### src/rtl/lpf_meas_pkg.sv
// Shared types and helpers for the multi-channel filter-output amplitude/period meter.
package lpf_meas_pkg;

  typedef enum logic [1:0] {ACQ, LOW, HIGH} chan_state_e;

  localparam int unsigned DefDw = 12;
  localparam int unsigned DefPw = 16;

  // Operands arrive sign-extended, so the difference can never overflow for any DW below 31.
  function automatic logic signed [31:0] half_span(input logic signed [31:0] hi,
                                                   input logic signed [31:0] lo);
    return (hi - lo) >>> 1;
  endfunction

endpackage

### src/rtl/pkdet_chan.sv
// One measurement channel: hysteretic crossing FSM, extreme tracking, period counter, timeout.
module pkdet_chan
  import lpf_meas_pkg::*;
#(
  parameter int unsigned DW = DefDw,
  parameter int unsigned PW = DefPw
) (
  input  logic          refclk,
  input  logic          rst_n,
  input  logic          clr,
  input  logic          s_valid,
  input  logic [DW-1:0] sample,
  input  logic [DW-1:0] mid,
  input  logic [DW:0]   th_hi,
  input  logic [DW:0]   th_lo,
  output logic          meas_valid,
  output logic [DW-1:0] meas_amp,
  output logic [PW-1:0] meas_period,
  output logic          timeout
);

  chan_state_e state_q, state_d;

  logic [DW-1:0] vhi_q, vhi_d, vlo_q, vlo_d, amp_q, amp_d;
  logic [PW-1:0] cnt_q, cnt_d, per_q, per_d;
  logic          armed_q, armed_d, mv_q, mv_d, to_q, to_d;

  logic signed [DW:0] sample_x;
  logic               is_hi, is_lo, rise, tick, cnt_full;
  logic [PW-1:0]      cnt_inc;

  assign sample_x = $signed({sample[DW-1], sample});
  assign is_hi    = sample_x >= $signed(th_hi);
  assign is_lo    = sample_x < $signed(th_lo);
  assign rise     = (state_q == LOW) && is_hi;
  assign cnt_inc  = cnt_q + PW'(1);
  assign cnt_full = (cnt_inc == {PW{1'b1}});
  // A rising crossing restarts the count instead of advancing it.
  assign tick     = s_valid && armed_q && !rise;

  always_ff @(posedge refclk or negedge rst_n) begin
    if (!rst_n) begin
      state_q <= ACQ;
    end else begin
      state_q <= state_d;
    end
  end

  always_comb begin
    state_d = state_q;
    if (clr) begin
      state_d = ACQ;
    end else if (s_valid) begin
      unique case (state_q)
        ACQ:     state_d = ($signed(sample) >= $signed(mid)) ? HIGH : LOW;
        LOW:     if (is_hi) state_d = HIGH;
        HIGH:    if (is_lo) state_d = LOW;
        default: state_d = ACQ;
      endcase
      if (tick && cnt_full) state_d = ACQ;
    end
  end

  always_comb begin
    vhi_d   = vhi_q;
    vlo_d   = vlo_q;
    cnt_d   = cnt_q;
    armed_d = armed_q;
    amp_d   = amp_q;
    per_d   = per_q;
    to_d    = to_q;
    mv_d    = 1'b0;
    if (clr) begin
      vhi_d   = '0;
      vlo_d   = '0;
      cnt_d   = '0;
      armed_d = 1'b0;
      amp_d   = '0;
      per_d   = '0;
      to_d    = 1'b0;
    end else if (s_valid) begin
      unique case (state_q)
        ACQ: begin
          vhi_d = sample;
          vlo_d = sample;
        end
        LOW: begin
          if (is_hi) begin
            vhi_d   = sample;
            armed_d = 1'b1;
            cnt_d   = '0;
            if (armed_q) begin
              mv_d  = 1'b1;
              amp_d = DW'(half_span(32'($signed(vhi_q)), 32'($signed(vlo_q))));
              per_d = cnt_inc;
              to_d  = 1'b0;
            end
          end else if ($signed(sample) < $signed(vlo_q)) begin
            vlo_d = sample;
          end
        end
        HIGH: begin
          if (is_lo) begin
            vlo_d = sample;
          end else if ($signed(sample) > $signed(vhi_q)) begin
            vhi_d = sample;
          end
        end
        default: ;
      endcase
      if (tick) begin
        if (cnt_full) begin
          to_d    = 1'b1;
          armed_d = 1'b0;
          cnt_d   = '0;
        end else begin
          cnt_d = cnt_inc;
        end
      end
    end
  end

  always_ff @(posedge refclk or negedge rst_n) begin
    if (!rst_n) begin
      vhi_q   <= '0;
      vlo_q   <= '0;
      cnt_q   <= '0;
      armed_q <= 1'b0;
      amp_q   <= '0;
      per_q   <= '0;
      to_q    <= 1'b0;
      mv_q    <= 1'b0;
    end else begin
      vhi_q   <= vhi_d;
      vlo_q   <= vlo_d;
      cnt_q   <= cnt_d;
      armed_q <= armed_d;
      amp_q   <= amp_d;
      per_q   <= per_d;
      to_q    <= to_d;
      mv_q    <= mv_d;
    end
  end

  always_comb begin
    meas_valid  = mv_q;
    meas_amp    = amp_q;
    meas_period = per_q;
    timeout     = to_q;
  end

endmodule

### src/rtl/lpf_pkdet_meas.sv
// Multi-channel half peak-to-peak amplitude and period meter for sampled filter outputs.
module lpf_pkdet_meas
  import lpf_meas_pkg::*;
#(
  parameter int unsigned NCH = 4,
  parameter int unsigned DW  = DefDw,
  parameter int unsigned PW  = DefPw
) (
  input  logic              refclk,
  input  logic              rst_n,
  input  logic              clr,
  input  logic              s_valid,
  input  logic [NCH*DW-1:0] s_data,
  input  logic [DW-1:0]     mid,
  input  logic [DW-2:0]     hyst,
  output logic [NCH-1:0]    meas_valid,
  output logic [NCH*DW-1:0] meas_amp,
  output logic [NCH*PW-1:0] meas_period,
  output logic [NCH-1:0]    timeout
);

  // One extra bit keeps mid +/- hyst exact at the rails.
  logic signed [DW:0] th_hi, th_lo;

  assign th_hi = $signed({mid[DW-1], mid}) + $signed({2'b00, hyst});
  assign th_lo = $signed({mid[DW-1], mid}) - $signed({2'b00, hyst});

  for (genvar c = 0; c < NCH; c++) begin : g_chan
    pkdet_chan #(
      .DW(DW),
      .PW(PW)
    ) u_chan (
      .refclk     (refclk),
      .rst_n      (rst_n),
      .clr        (clr),
      .s_valid    (s_valid),
      .sample     (s_data[c*DW +: DW]),
      .mid        (mid),
      .th_hi      (th_hi),
      .th_lo      (th_lo),
      .meas_valid (meas_valid[c]),
      .meas_amp   (meas_amp[c*DW +: DW]),
      .meas_period(meas_period[c*PW +: PW]),
      .timeout    (timeout[c])
    );
  end

endmodule

### config.mk
export PLATFORM = sky130hd
export DESIGN_NAME = lpf_pkdet_meas
export DESIGN_NICKNAME = d
export VERILOG_FILES = /design/src/rtl/lpf_meas_pkg.sv /design/src/rtl/pkdet_chan.sv /design/src/rtl/lpf_pkdet_meas.sv
export SDC_FILE = /design/constraint.sdc
export NUM_CORES = 1
export LEC_CHECK = 0
export CAP_MARGIN = 15
export CORE_ASPECT_RATIO = 0.7
export CORE_MARGIN = 4
export CORE_UTILIZATION = 50
export CTS_CLUSTER_SIZE = 10
export DETAILED_ROUTE_END_ITERATION = 10
export GPL_TIMING_DRIVEN = 1
export PLACE_DENSITY = 0.76
export SLEW_MARGIN = 10
export SYNTH_ARGS = -nofsm -noshare
export SYNTH_HDL_FRONTEND = slang
export SYNTH_SLANG_ARGS = --single-unit
### constraint.sdc
create_clock -name refclk -period 2.8 [get_ports refclk]
set_input_delay 0.42 -clock refclk [delete_from_list [all_inputs] [get_ports refclk]]
set_output_delay 0.42 -clock refclk [all_outputs]
set_load 0.02 [all_outputs]
Yosys cells after proc, flatten, opt, wreduce, memory -nomap -nowiden --
Cells that the tools add are included. Widths: inputs -> output; s select.
Storage, ports and cells: bits in registers 292, bits of input ports 75, output and inout port bits 120, word-level logic and storage cells 391
Cells by class: $add $sub $neg 10, magnitude comparators 20, equal/unequal tests 44, muxes and demuxes 212, reduce and logical (&&, ||, !) cells 69
Operators with widths (number):
- $mux 12 | 60
- $mux 16 | 44
- $pmux 12 s3 | 8
- $mux 1 | 72
- $sub 12x12->13 | 5
- $add 16x1->16 const B | 4
- $eq 16x16->1 const B | 4
- $ge 12x13->1 | 4
- $lt 12x13->1 | 4
- $ge 12x12->1 | 4
- $gt 12x12->1 | 4
- $lt 12x12->1 | 4
- $mux 2 | 24
- $reduce_and 5->1 | 8
- $ne 3x2->1 const B | 12
- $ne 3x3->1 const B | 12
- $reduce_bool 2->1 | 13
- $pmux 2 s3 | 4
- $reduce_and 3->1 | 8
- $reduce_bool 3->1 | 8
- $logic_and 1x1->1 | 16
- $ne 4x2->1 const B | 4
- $ne 4x3->1 const B | 4
- $reduce_and 4->1 | 4
- 6 further kinds | 21

Logic depth before layout (Yosys ltp) --
Gate-level depths: netlist (run 1).
depth after elaboration 9, gate-level depth with buffers 26, mapped depth without buffers 25

Modules after synthesis --
Synthesis (run 1) repeated with hierarchy kept, for this count alone.
Unflattened totals: cells, all modules 2643, area, all modules 23308.6 µm²
By module, submodules not included:
- pkdet_chan (g_chan[1].u_chan ...) | times used 2, cells each 621, area an instance 5432.7 µm², sequential area each 1826.8 µm²
- pkdet_chan (g_chan[3].u_chan) | times used 1, cells each 614, area an instance 5605.4 µm², sequential area each 1826.8 µm²
- pkdet_chan (g_chan[0].u_chan) | times used 1, cells each 593, area an instance 5522.8 µm², sequential area each 1826.8 µm²
- lpf_pkdet_meas | times used 1, cells each 194, area an instance 1315.0 µm², sequential area each 0.0 µm²

Worst setup path before layout (run 1) --
OpenSTA, ideal clock, no wires.
kind input -> register, start point in mid[0], end point reg g_chan[3].u_chan.vlo_q[8], library setup time 0.149 ns, arrival 4.417 ns, required time 2.651 ns, path slack -1.767 ns, cell stages on the path 24, buffers on the path 2, path through inv_1 ha_1 inv_1 fa_1 nand2_1 nand2_1 a21oi_1 o21ai_0 a21oi_1 o21bai_1 a21oi_1 nor2b_1 o21a_1 o21ai_0 a21oi_1 ha_1 inv_1 a2111oi_0 a32oi_1 nand3_1 a21boi_1 clkbuf_1 clkbuf_1 o22ai_1
On the way: word-level cells in the longest chain between the ends 4, elaborated cells on any way between the ends 7, classes of those cells add/sub (2); order compare (2); eq/ne (2); reduce/logical (1)
RTL lines:
- from (decl) | line lpf_pkdet_meas.sv:14 | input logic [DW-1:0] mid,
- $add 12x12->13 / $sub 12x12->13 (equally long branches) | line lpf_pkdet_meas.sv:25, lpf_pkdet_meas.sv:26
- $ge 12x13->1 / $lt 12x13->1 (equally long branches) | line pkdet_chan.sv:33, pkdet_chan.sv:34
- $ne 3x3->1 (no source line) / $ne 3x2->1 (equally long branches)
- $reduce_and 5->1 (no source line) *
- to (signal assigned) | line pkdet_chan.sv:135 | vlo_q <= vlo_d;
- to (decl) | line pkdet_chan.sv:24 | logic [DW-1:0] vhi_q, vhi_d, vlo_q, vlo_d, amp_q, amp_d;
Every way passes the cells marked *; elsewhere a longest branch is shown, timed or not. A chain may end at the register's enable or synchronous reset.

Worst setup path in the final report (run 1) --
start point in hyst[0], end point reg g_chan[0].u_chan.vlo_q[11]
On the way: word-level cells in the longest chain between the ends 4, elaborated cells on any way between the ends 7, classes of those cells add/sub (2); order compare (2); eq/ne (2); reduce/logical (1)
RTL lines:
- from (decl) | line lpf_pkdet_meas.sv:15 | input logic [DW-2:0] hyst,
- $add 12x12->13 / $sub 12x12->13 (equally long branches) | line lpf_pkdet_meas.sv:25, lpf_pkdet_meas.sv:26
- $ge 12x13->1 / $lt 12x13->1 (equally long branches) | line pkdet_chan.sv:33, pkdet_chan.sv:34
- $ne 3x3->1 (no source line) / $ne 3x2->1 (equally long branches)
- $reduce_and 5->1 (no source line) *
- to (signal assigned) | line pkdet_chan.sv:135
- to (decl) | line pkdet_chan.sv:24
Marked as above.

==> flow_summary.ini, run 1 <==
[worst_hold_path]
holdPathStages = 2
hp-class = primary input to flop

[placement]
place_ws_ps = -2510
dp_hpwl_um = 50700
io_buffers = 194
place_congestion = 0.955
placed_area_um2 = 27300
dpl.cell_count = 3430

[final_layout]
drive_above_1_share = 0.280
nNetsFinal = 3377
synthToLayoutAreaGrowth_pct = 40.3
stdcell_area_um2 = 31100
final_util = 0.711
final_cells = 3583

[sta]
worstMarginPinSlew_ps = 848
drv_slew = 0
maxSlewHeadroom = 0.433
max_freq_mhz = 228
finalClockSkew_ps = 16.1
post-route-min-period_ps = 4380
hold_slack_ps = 168
rsz0062_at_grt = yes
setup_violations = 292
worst_slack_ps = -1580
fin_tns_setup_ps = -367640
final_hold_viol_count = 0
fin_crit_sh = 1.56

[worst_setup_path]
critPathTopFamily = compound AO/OA/AOI/OAI gates
path_buf_inv = 6
arrival_ps = 4790
critPathKind = primary input to flop
path_depth = 28
slowest_stage = or3b_4
cp_max_fo = 6
slowest_delay_ps = 420
critical_path_required_ps = 3210
crit_path_start_kind = primary input
end_kind = flop
reg2reg_depth = 12

[synth]
syn-num-nets = 2818
async_flop_share = 1.00
synth_top_area_frac = 0.329
postSynthCellCount = 2423
ys_ff_latch = 292
yosys.area.top_type = dfrtp_1
synth_cell_types = 100
synth_fa_ha_area_frac = 0.185
yosysWarnings = 0
synth-simple-area-share = 0.157
synthTopCellsByArea = dfrtp_1 (33%), ha_1 (18%), nor2_1 (3.8%)
synth-xor-area-share = 0.0406
syn_avg_cell_area_um2 = 9.16
ys_seq_area_frac = 0.329
yosysMostFrequentCell = ha_1
synth_top_family_by_area = adder cells
ys_top_cells_by_count = ha_1 (314), dfrtp_1 (292), nor2_1 (225), nand2_1 (188), inv_1 (185)
synth_area_um2 = 22200
synth_mux_area_frac = 0.0503
synth-compound-area-share = 0.182
synthFlopType = dfrtp_1
synth_edf_count = 0

[grt]
gr-usage-met3 = 0.0530
grt_pass1_wl_um = 115000
antenna_found_initial = 1
overflow = 0
top_usage_layer = met2
grt_pass1_vias = 21800
grt_max_degree = 104
track_usage = 0.296
gr-usage-met1 = 0.388
grtUsageMet2 = 0.499

[floorplan]
die_h_um = 184
coreArea_um2 = 43800
dieArea_um2 = 47900
initial_utilization = 0.507
fp-row-count = 64
io_pins = 195
die_x_um = 260

[power_and_ir_drop]
power.leakage_nw = 14.3
totalPowerFinal_mw = 15.6
pwr_density_cell_nw_per_um2 = 501
vdd_ir_drop_max_mv = 0.417

[clock_tree]
htree_levels = 2
numCtsBuffers = 35
cts.sinks = 292
clk_pin_slew_ps = 60
clockBufferDepth = 3
root_buffer = clkbuf_16
clock_latency_ps = 540
cts_tree = yes

[drt]
drc = 0
routedWlPerCell_um = 20.7
drt_iter0_markers = 1603
wl_um = 74000
vias = 21100
antenna_left = 0
viasPerCell = 5.88
first_pass_iters = 9

[outcome]
violations = negative setup slack
outcome = finished, violations left

[flow_run]
cap_violations = 0
[worst register-to-register path, cell delays in order (launching register included)]
cell and delay, ps:
dfrtp_1 360, ha_1 180, and3_1 180, and4_1 260, nand2_1 90, or2_1 250
and2_1 190, or4_1 560, nor2_1 320, nand3_1 210, a21oi_1 210, o21ai_1 120
a21o_1 200
[repair_timing]
item	4_1_cts	5_1_grt
hold buffers	1	0
pin swaps	150	58
endpoints found under the hold margin	67	0
gates cloned	20	6
gates resized for setup	334	128
endpoints found under the setup margin	292	292
setup buffers	79	20
[flip-flops by register name (all words and copies together), names as in the netlist]
register / count
g_chan.u_chan.meas_amp: 48
g_chan.u_chan.vhi_q: 48
g_chan.u_chan.timeout: 4
g_chan.u_chan.vlo_q: 48
g_chan.u_chan.state_q: 8
g_chan.u_chan.armed_q: 4
g_chan.u_chan.meas_valid: 4
g_chan.u_chan.cnt_q: 64
g_chan.u_chan.meas_period: 64
[metal layers]
layer | up-vias | wire length, um
met4 | 0 | 2540
met1 | 10400 | 31500
met2 | 749 | 35100
li1 | 9735 | -
met3 | 186 | 4860
met5 | - | 0
[logic make-up after synthesis]
logic type / after synthesis
AOI/OAI and AO/OA: 595
adders and majority gates: 325
muxes: 101
and+or+nand+nor: 720
buffers and inverters: 287
DFF: 292
xor gates and xnor gates: 103
[final timing paths]
check	slack, ps	startpoint	endpoint
max	-1580	hyst[0]	g_chan[0].u_chan.vlo_q[11]$_DFFE_PN0P_
min	170	clr	g_chan[2].u_chan.vlo_q[10]$_DFFE_PN0P_
max reg2reg	-430	g_chan[0].u_chan.cnt_q[1]$_DFFE_PN0P_	g_chan[0].u_chan.state_q[1]$_DFFE_PN0P_
min reg2reg	500	g_chan[0].u_chan.meas_amp[9]$_DFFE_PN0P_	g_chan[0].u_chan.meas_amp[9]$_DFFE_PN0P_
max in group asynchronous	1490	rst_n	g_chan[3].u_chan.meas_period[9]$_DFFE_PN0P_
min in group asynchronous	450	rst_n	g_chan[1].u_chan.meas_amp[0]$_DFFE_PN0P_
[cells in the final DEF, fill, tap and decap left out, types with 49 or more instances in the layout]
| cell type | instances |
|---|---|
| nand2_1 | 162 |
| a21o_1 | 58 |
| a21oi_1 | 95 |
| clkdlybuf4s50_1 | 182 |
| dfrtp_1 | 292 |
| xnor2_1 | 58 |
| buf_6 | 49 |
| nor2_1 | 198 |
| inv_1 | 175 |
| o21ai_0 | 84 |
| mux2_4 | 57 |
| ha_1 | 294 |
| buf_4 | 326 |
| nor2b_1 | 51 |
[area by class of cell]
| class | instances | area, um^2 |
|---|---|---|
| clock inverters | 3 | 55.1 |
| repair buffers | 620 | 6060 |
| well taps | 594 | 743 |
| clock buffers | 40 | 916 |
| multi-input cells | 1847 | 15300 |
| inverters | 186 | 718 |
| flip-flops and latches | 292 | 7310 |
| diodes | 1 | 2.50 |
| fillers | 3089 | 12700 |
[report_power, final]
part           internal [mW]  switching, mW  total (mW)
Combinational           3.35           3.36        6.71
Sequential              4.48          0.220        4.70
Clock                   2.39           1.80        4.19
(Power assumes the default switching activity.)
==> run 2: changes to the inputs <==
CORE_MARGIN = 5   (was 4)
HOLD_SLACK_MARGIN = 0.12   (was not set)
==> run 2 against run 1 <==
Against the previous run:
- the run still ends with negative setup slack left
- first-iteration DRC count rose by 19%
- sequential power barely moved
- largest cell class unchanged
- via count rose by 0.11%
- critical path depth fell by 1
==> flow_summary.ini, run 2 (synthesis results as in run 1) <==
[placement]
place_ws_ps = -2490
placed_area_um2 = 27400
place_congestion = 0.932
io_buffers = 194
dp_hpwl_um = 51500
dpl.cell_count = 3438

[worst_setup_path]
critical_path_required_ps = 3220
crit_path_start_kind = primary input
end_kind = flop
critical_path.most_common_cell = a21oi_2
critPathTopFamily = compound AO/OA/AOI/OAI gates
critPathKind = primary input to flop
slowest_delay_ps = 350
cp_max_fo = 6
slowest_stage = fa_2
path_buf_inv = 6
arrival_ps = 4690

[drt]
wl_um = 75700
first_pass_iters = 6
wl_met1_um = 32300
routedWlPerCell_um = 21.1
wl_met2_um = 35800
antenna_left = 0
met3_length_um = 4730
drt_iter0_markers = 1908
highest_layer = met4
drc = 0
vias = 21100
viasPerCell = 5.88

[floorplan]
die_x_um = 262
die_h_um = 186
initial_utilization = 0.507
dieArea_um2 = 48800
io_pins = 195
fp-row-count = 64
coreArea_um2 = 43800

[sta]
worstMarginPinSlew_ps = 1140
worst_slack_ps = -1460
final_hold_viol_count = 0
drv_slew = 0
maxSlewHeadroom = 0.235
max_freq_mhz = 235
fin_crit_sh = 1.52
setup_violations = 292
rsz0062_at_grt = yes
finalClockSkew_ps = 24.8
post-route-min-period_ps = 4260

[final_layout]
final_common_cell = buf_4
nNetsFinal = 3376
final_cells = 3587
layout_common_cells = buf_4 (307), dfrtp_1 (292), ha_1 (287)
stdcell_area_um2 = 31900
final_util = 0.727
diodes = 0
drive_above_1_share = 0.311
synthToLayoutAreaGrowth_pct = 43.5
fillers = 2953
multiInputGateArea_um2 = 16000
regArea_um2 = 7310

[grt]
grt_pass1_wl_um = 110000
grt_pass1_vias = 20800
track_usage = 0.278
grt_max_degree = 118
antenna_found_initial = 1
overflow = 0

[power_and_ir_drop]
power.leakage_nw = 14.5
vdd_ir_drop_max_mv = 0.383
p_int_mw = 10.4
combPwrFrac = 0.430
p_sw_mw = 5.52
power_frac_clock = 0.274
swShare = 0.346
totalPowerFinal_mw = 15.9
pwr_density_cell_nw_per_um2 = 500
power_frac_seq = 0.296

[flow_run]
cap_violations = 0

[outcome]
violations = negative setup slack
outcome = finished, violations left

[clock_tree]
clk_pin_slew_ps = 60
htree_levels = 2
clock_latency_ps = 540
root_buffer = clkbuf_16
clockBufferDepth = 3
cts.sinks = 292
cts_tree = yes
numCtsBuffers = 36

[worst_hold_path]
hp-class = primary input to flop
==> run 2: final timing paths <==
| check | from | to | slack, ps | cells after the start |
|---|---|---|---|---|
| hold / removal | clr | g_chan[2].u_chan.vlo_q[1]$_DFFE_PN0P_ | 180 | 2 |
| min in group asynchronous | rst_n | g_chan[1].u_chan.meas_amp[7]$_DFFE_PN0P_ | 390 | 2 |
| max in group asynchronous | rst_n | g_chan[3].u_chan.cnt_q[5]$_DFFE_PN0P_ | 1560 | 3 |
| setup / recovery | mid[0] | g_chan[1].u_chan.vhi_q[9]$_DFFE_PN0P_ | -1460 | 27 |
| setup reg to reg | g_chan[1].u_chan.cnt_q[1]$_DFFE_PN0P_ | g_chan[1].u_chan.cnt_q[9]$_DFFE_PN0P_ | -490 | 12 |
| hold reg to reg | g_chan[0].u_chan.meas_amp[11]$_DFFE_PN0P_ | g_chan[0].u_chan.meas_amp[11]$_DFFE_PN0P_ | 490 | 1 |
==> run 2: cell type report <==
type | instances | share of cell area
multi-input cells | 1851 | 0.502
flip-flops and latches | 292 | 0.229
repair buffers | 614 | 0.190
clock buffers | 46 | 0.0308
well taps | 594 | 0.0233
inverters | 186 | 0.0228
clock inverters | 4 | 0.00165
==> run 2: through the flow <==
step	hold slack (ps)	TNS (ps)
finish	180	-362020
global placement	370	-616090
detailed placement	374	-653520
CTS	146	-340730
floorplan	124	-368870
global route	174	-405870
==> run 2: power groups by stage <==
stage	logic (mW)	clock network [mW]	registers, mW
2_1_floorplan	3.66	0	4.70
6_report	6.86	4.37	4.71
5_1_grt	7.45	4.60	4.73
3_3_place_gp	5.46	0	4.74
4_1_cts	6.21	4.41	4.69
3_5_place_dp	5.71	0	4.76
==> run 2: timing repair <==
action / in CTS / in global routing
buffers inserted: 34 / 44
hold buffers: 1 / 0
resized for setup: 224 / 392
cloned: 10 / 21
endpoints found under the setup margin: 292 / 292
hold endpoints to repair: 48 / 0
pin swaps: 111 / 173
==> run 2: metal layers <==
| metal | global-route usage | up-vias |
|---|---|---|
| li1 | - | 9749 |
| met3 | 0.0429 | 203 |
| met5 | 0 | - |
| met1 | 0.378 | 10300 |
| met2 | 0.458 | 795 |
| met4 | 0.0935 | 0 |
